**config.mk**
```make
export PLATFORM = sky130hd
export DESIGN_NAME = pwm_2ch_flat
export DESIGN_NICKNAME = d
export VERILOG_FILES = /design/src/rtl/pwm_pkg.sv /design/src/rtl/pwm_if.sv /design/src/rtl/pwm_channel.sv /design/src/rtl/pwm_2ch.sv /design/src/flat_wrapper.sv
export SDC_FILE = /design/constraint.sdc
export NUM_CORES = 1
export LEC_CHECK = 0
export ABC_AREA = 1
export ABC_CLOCK_PERIOD_IN_PS = 12250
export CORE_MARGIN = 2
export CORE_UTILIZATION = 55
export CTS_CLUSTER_DIAMETER = 120
export CTS_CLUSTER_SIZE = 40
export DETAILED_ROUTE_END_ITERATION = 10
export PLACE_DENSITY_LB_ADDON = 0.12
export SYNTH_ARGS = -nofsm -noshare
export SYNTH_HDL_FRONTEND = slang
export SYNTH_SLANG_ARGS = --single-unit
```
**constraint.sdc**
```tcl
create_clock -name clk_i -period 12.25 [get_ports clk_i]
set_input_delay 1.8375 -clock clk_i [delete_from_list [all_inputs] [get_ports clk_i]]
set_output_delay 1.8375 -clock clk_i [all_outputs]
set_load 0.05 [all_outputs]
```
**src/rtl/pwm_pkg.sv**
```systemverilog
// Shared definitions for the two-channel PWM peripheral: register map, CTRL bits,
// default counter width and the per-channel register selector.
package pwm_pkg;

    localparam int CNT_W_DEF = 16;
    localparam int ADDR_W    = 8;
    localparam int DATA_W    = 32;

    localparam logic [ADDR_W-1:0] CTRL_OFS   = 8'h00;
    localparam logic [ADDR_W-1:0] DIV_OFS    = 8'h04;
    localparam logic [ADDR_W-1:0] PERIOD_OFS = 8'h08;
    localparam logic [ADDR_W-1:0] DUTY_OFS   = 8'h0C;
    localparam logic [ADDR_W-1:0] CH_STRIDE  = 8'h10;
    localparam logic [ADDR_W-1:0] MAP_MASK   = 8'h1C;

    localparam int CTRL_EN    = 0;
    localparam int CTRL_OE    = 1;
    localparam int CTRL_DIVEN = 2;
    localparam int CTRL_W     = 3;

    typedef enum logic [1:0] {
        REG_CTRL   = 2'(CTRL_OFS >> 2),
        REG_DIV    = 2'(DIV_OFS >> 2),
        REG_PERIOD = 2'(PERIOD_OFS >> 2),
        REG_DUTY   = 2'(DUTY_OFS >> 2)
    } reg_sel_e;

    // Only word-aligned offsets inside the two channel windows are mapped.
    function automatic logic addr_in_map(input logic [ADDR_W-1:0] addr);
        return (addr & ~(MAP_MASK | CH_STRIDE)) == '0;
    endfunction

endpackage

```
**src/rtl/pwm_if.sv**
```systemverilog
// Peripheral-bus register port: single-cycle write strobe, combinational read data.
interface pwm_if;
    import pwm_pkg::*;

    logic              write;
    logic [ADDR_W-1:0] addr_i;
    logic [DATA_W-1:0] wdata_i;
    logic [DATA_W-1:0] rdata_o;

    modport master (output write, addr_i, wdata_i, input rdata_o);
    modport slave  (input write, addr_i, wdata_i, output rdata_o);

endinterface

```
**src/rtl/pwm_channel.sv**
```systemverilog
// One PWM channel: programmed registers, active shadow copies, prescaler,
// period counter and duty compare.
module pwm_channel
    import pwm_pkg::*;
#(
    parameter int CNT_W = CNT_W_DEF
) (
    input  logic              clk_i,
    input  logic              rst_i,
    input  logic              wr_i,
    input  reg_sel_e          sel_i,
    input  logic [CNT_W-1:0]  wdata_i,
    output logic [DATA_W-1:0] rdata_o,
    output logic              pwm_o,
    output logic              oe_o
);

    localparam logic [CNT_W-1:0] ONE = CNT_W'(1);

    logic [CTRL_W-1:0] ctrl_q, ctrl_d;
    logic [CNT_W-1:0]  div_q, div_d, period_q, period_d, duty_q, duty_d;
    logic [CNT_W-1:0]  div_act_q, div_act_d, period_act_q, period_act_d;
    logic [CNT_W-1:0]  duty_act_q, duty_act_d;
    logic [CNT_W-1:0]  pre_q, pre_d, cnt_q, cnt_d;

    logic en, tick, period_last, wrap;

    always_ff @(posedge clk_i or posedge rst_i) begin
        if (rst_i) begin
            ctrl_q       <= '0;
            div_q        <= '0;
            period_q     <= '0;
            duty_q       <= '0;
            div_act_q    <= '0;
            period_act_q <= '0;
            duty_act_q   <= '0;
            pre_q        <= '0;
            cnt_q        <= '0;
        end else begin
            ctrl_q       <= ctrl_d;
            div_q        <= div_d;
            period_q     <= period_d;
            duty_q       <= duty_d;
            div_act_q    <= div_act_d;
            period_act_q <= period_act_d;
            duty_act_q   <= duty_act_d;
            pre_q        <= pre_d;
            cnt_q        <= cnt_d;
        end
    end

    always_comb begin
        ctrl_d   = ctrl_q;
        div_d    = div_q;
        period_d = period_q;
        duty_d   = duty_q;
        if (wr_i) begin
            case (sel_i)
                REG_CTRL:   ctrl_d   = wdata_i[CTRL_W-1:0];
                REG_DIV:    div_d    = wdata_i;
                REG_PERIOD: period_d = wdata_i;
                REG_DUTY:   duty_d   = wdata_i;
                default:    ;
            endcase
        end
    end

    // DIV of 0 or 1 both mean "every clock"; PERIOD of 0 counts as a wrap on every tick
    // so a stopped channel can still pick up newly programmed values.
    always_comb begin
        en          = ctrl_q[CTRL_EN];
        tick        = !ctrl_q[CTRL_DIVEN] || (div_act_q <= ONE) || (pre_q == div_act_q - ONE);
        period_last = (period_act_q == '0) || (cnt_q == period_act_q - ONE);
        wrap        = en && tick && period_last;

        pre_d = pre_q + ONE;
        if (!en || tick) begin
            pre_d = '0;
        end

        cnt_d = cnt_q;
        if (!en || period_act_q == '0) begin
            cnt_d = '0;
        end else if (tick) begin
            cnt_d = period_last ? '0 : cnt_q + ONE;
        end

        div_act_d    = div_act_q;
        period_act_d = period_act_q;
        duty_act_d   = duty_act_q;
        if (!en || wrap) begin
            div_act_d    = div_q;
            period_act_d = period_q;
            duty_act_d   = duty_q;
        end
    end

    always_comb begin
        rdata_o = '0;
        case (sel_i)
            REG_CTRL:   rdata_o[CTRL_W-1:0] = ctrl_q;
            REG_DIV:    rdata_o[CNT_W-1:0]  = div_q;
            REG_PERIOD: rdata_o[CNT_W-1:0]  = period_q;
            REG_DUTY:   rdata_o[CNT_W-1:0]  = duty_q;
            default:    rdata_o = '0;
        endcase
    end

    assign pwm_o = en && (period_act_q != '0) && (cnt_q < duty_act_q);
    assign oe_o  = ctrl_q[CTRL_OE];

endmodule

```
**src/rtl/pwm_2ch.sv**
```systemverilog
// Two-channel memory-mapped PWM peripheral: address decode, write demux and read mux
// around two independent pwm_channel instances.
module pwm_2ch
    import pwm_pkg::*;
#(
    parameter int CNT_W = CNT_W_DEF
) (
    input  logic  clk_i,
    input  logic  rst_i,
    pwm_if.slave  bus,
    output logic  o_pwm,
    output logic  o_pwm_2,
    output logic  oe_pwm1,
    output logic  oe_pwm2
);

    logic              in_map, ch2_sel, wr_ch1, wr_ch2;
    reg_sel_e          sel;
    logic [DATA_W-1:0] rdata_ch1, rdata_ch2;
    logic              unused_wdata;

    assign in_map  = addr_in_map(bus.addr_i);
    assign ch2_sel = (bus.addr_i & CH_STRIDE) != '0;
    assign sel     = reg_sel_e'(bus.addr_i[3:2]);
    assign wr_ch1  = bus.write && in_map && !ch2_sel;
    assign wr_ch2  = bus.write && in_map && ch2_sel;

    // Upper write-data bits beyond the counter width are deliberately dropped.
    assign unused_wdata = ^bus.wdata_i[DATA_W-1:CNT_W];

    pwm_channel #(.CNT_W(CNT_W)) u_ch1 (
        .clk_i   (clk_i),
        .rst_i   (rst_i),
        .wr_i    (wr_ch1),
        .sel_i   (sel),
        .wdata_i (bus.wdata_i[CNT_W-1:0]),
        .rdata_o (rdata_ch1),
        .pwm_o   (o_pwm),
        .oe_o    (oe_pwm1)
    );

    pwm_channel #(.CNT_W(CNT_W)) u_ch2 (
        .clk_i   (clk_i),
        .rst_i   (rst_i),
        .wr_i    (wr_ch2),
        .sel_i   (sel),
        .wdata_i (bus.wdata_i[CNT_W-1:0]),
        .rdata_o (rdata_ch2),
        .pwm_o   (o_pwm_2),
        .oe_o    (oe_pwm2)
    );

    always_comb begin
        bus.rdata_o = '0;
        if (in_map) begin
            bus.rdata_o = ch2_sel ? rdata_ch2 : rdata_ch1;
        end
    end

endmodule

```
**src/flat_wrapper.sv**
```systemverilog
// flat-port wrapper written by rule: the top's interface ports become plain ports
module pwm_2ch_flat import pwm_pkg::*;
#(
    parameter int CNT_W = CNT_W_DEF
)
  (clk_i, rst_i, o_pwm, o_pwm_2, oe_pwm1, oe_pwm2, bus_write, bus_addr_i, bus_wdata_i, bus_rdata_o);
  pwm_if bus_i ();
  input  logic clk_i;
  input  logic rst_i;
  output logic o_pwm;
  output logic o_pwm_2;
  output logic oe_pwm1;
  output logic oe_pwm2;
  input wire logic [$bits(bus_i.write)-1:0] bus_write;
  input wire logic [$bits(bus_i.addr_i)-1:0] bus_addr_i;
  input wire logic [$bits(bus_i.wdata_i)-1:0] bus_wdata_i;
  output wire logic [$bits(bus_i.rdata_o)-1:0] bus_rdata_o;
  assign bus_i.write = bus_write;
  assign bus_i.addr_i = bus_addr_i;
  assign bus_i.wdata_i = bus_wdata_i;
  assign bus_rdata_o = bus_i.rdata_o;
  pwm_2ch #(.CNT_W(CNT_W)) u_core (.clk_i(clk_i), .rst_i(rst_i), .bus(bus_i), .o_pwm(o_pwm), .o_pwm_2(o_pwm_2), .oe_pwm1(oe_pwm1), .oe_pwm2(oe_pwm2));
endmodule
```
==> results.toml <==
[floorplan]
io_pins = 79
rows = 61
die-area_um2 = 29400
initial_core_util_pct = 55.7
die_w_um = 171
core_area_um2 = 27700
die_h_um = 171

[synthesis]
yosysTopAreaCell = "dfrtp_1"
synth.distinct_cells = 46
synth.top_cell.area_share_pct = 42.5
synthCells = 2071
async_flop_share_pct = 100
synth_edf_count = 0
ys.flop_type = "dfrtp_1"
yosysWarningCount = 0
synth_area_leaders = "dfrtp_1, nand2_1, nand3_1, inv_1, o21ai_0"
synth_area_per_cell_um2 = 7.45
yosysSeqAreaShare_pct = 42.5
netlist_area_um2 = 15400
ys_seq_elements = 262

[route]
drt-total-wl_um = 39900
drt_iter0_drc = 980
num_vias = 13304
vias_per_cell = 5.46
drtPass1Iterations = 5
drc = 0
wl_per_cell_um = 16.4
detail-route-antenna-nets = 0

[layout]
area_growth_pct = 5.50
n_antenna_cell = 0
final_cells = 2435
drive_gt1_share_pct = 2.63
final_cell_mix = "nand2_1, dfrtp_1, nand3_1"
fill_cells = 2664
final_core_util_pct = 58.7
final_cell_area_um2 = 16300
layout.nets = 2140
layout_commonest_cell = "nand2_1"

[setup_path]
required_ns = 10.41
rr_worst_depth = 18
r2r_setup_slack_ns = 8.88
startpoint_type = "input pin"
critical_path.max_fanout = 21
critPathArrivalTime_ns = 4.98
path_class = "input pin to output pin"
r2r-end = "u_core.u_ch1.period_act_q[9]"
crit_path_end_kind = "output pin"
r2r_start = "u_core.u_ch1.div_act_q[0]"

[placed_design]
placed_cell_area_um2 = 15900
port_buffers = 46
gp_congestion = 0.919
dpl.hpwl_um = 29200
post-place-ws_ns = 5.53
dpl.cell_count = 2420

[clock_tree]
cts_resized = 0
htree_levels = 1
cts_made_buffers = 11
path_clk_slew_ns = 0.14
insertion_delay_ns = 0.51
clockRootBuffer = "clkbuf_16"
cts_hold_buf = 0
cts_tree = "yes"
clock_path_buffers = 3
numClockSinks = 262
cts_setup_buffers = 0

[global_routing]
overflow = 0
antenna_found_initial = 1
grt_pass1_vias = 12493
grt_max_degree = 121
grt_pass1_wl_um = 65000
track_usage_pct = 27.8

[sta]
fin_setup_tns_ns = 0
worst_clock_skew_ns = 0.0322
fmax_mhz = 147
finalCritPeriodShare_pct = 55.6
setup_slack_ns = 5.44
rsz0062_at_grt = "false"
hold_ws_ns = 0.487
finalSetupViolations = 0
final_hold_viol_count = 0
final.min_clock_period_ns = 6.81
maxSlewViolCount = 0
slew_headroom_pct = 24.9
max_slew.worst_pin.slew_ns = 1.12

[worst_hold_path]
whs_endpoint = "u_core.u_ch2.duty_act_q[2]"
min_from = "u_core.u_ch2.duty_act_q[2]"
min_path_cells = 2
holdCritPathClass = "flip-flop to flip-flop"

[outcome]
status = "finished, final reports clean"

[job]
maxCapViolations = 0

[power_and_ir_drop]
cellPowerDensity_nw_per_um2 = 107
leakagePower_nw = 8.42
finalPower_mw = 1.75
ir_worst_vdd_mv = 0.169
==> report_power, final <==
group	internal, mW	switching [mW]	leakage [nW]
Sequential	0.897	0.0377	3.63
Clock	0.178	0.294	0.169
Combinational	0.115	0.227	4.62
==> metal layers <==
layer	track usage (%)	wire, um
met5	0	0
met4	11.2	1780
met3	2.25	1470
met2	46.6	19100
met1	37.3	17500
==> synth_stat cells (20+ instances only) <==
master,n
nand4_1,36
xnor2_1,33
nand3_1,212
nor2_1,151
a21oi_1,38
buf_2,20
ha_1,42
inv_1,179
nor3_1,43
dfrtp_1,262
clkbuf_1,40
buf_4,25
xor2_1,55
nand2_1,690
o21ai_0,120
a221oi_1,30
==> kinds of logic after synthesis <==
| kind of cell | synth area share [%] |
|---|---|
| xor gates and xnor gates | 5.14 |
| buffers and inverters | 8.20 |
| AOI/OAI and AO/OA | 7.58 |
| DFF | 42.5 |
| adders and majority gates | 3.41 |
| other | 0.0243 |
| and+or+nand+nor | 33.1 |
==> worst max-delay path, cell delays in order <==
cell and delay, ns:
clkdlybuf4s50_1 0.95, inv_1 0.56, nand2_1 0.18, a221oi_1 0.07, nor3_1 0.46, clkdlybuf4s50_1 0.91
==> worst max-delay path by stage <==
stage | from | endpoint | slack [ns] | cells past startpoint
after floorplan | rst_i | u_core.u_ch1.cnt_q[0] | 3.20 | 1
after global placement | bus_addr_i[6] | bus_rdata_o[14] | 5.49 | 8
after detailed placement | bus_addr_i[6] | bus_rdata_o[14] | 5.53 | 8
after CTS | bus_addr_i[6] | bus_rdata_o[14] | 5.51 | 8
after global routing | bus_addr_i[6] | bus_rdata_o[14] | 5.21 | 8
final | bus_addr_i[4] | bus_rdata_o[12] | 5.44 | 6
==> final cells by class <==
type                       instances  area [um^2]  area share (%)
clock inverter                     4         81.3           0.500
inverter                         185          702            4.31
timing repair buffer              54          520            3.20
clock buffer                      11          275            1.69
tap                              378          473            2.91
sequential                       262         6560            40.3
multi-input combinational       1541         7670            47.1
(Power assumes the default switching activity.)
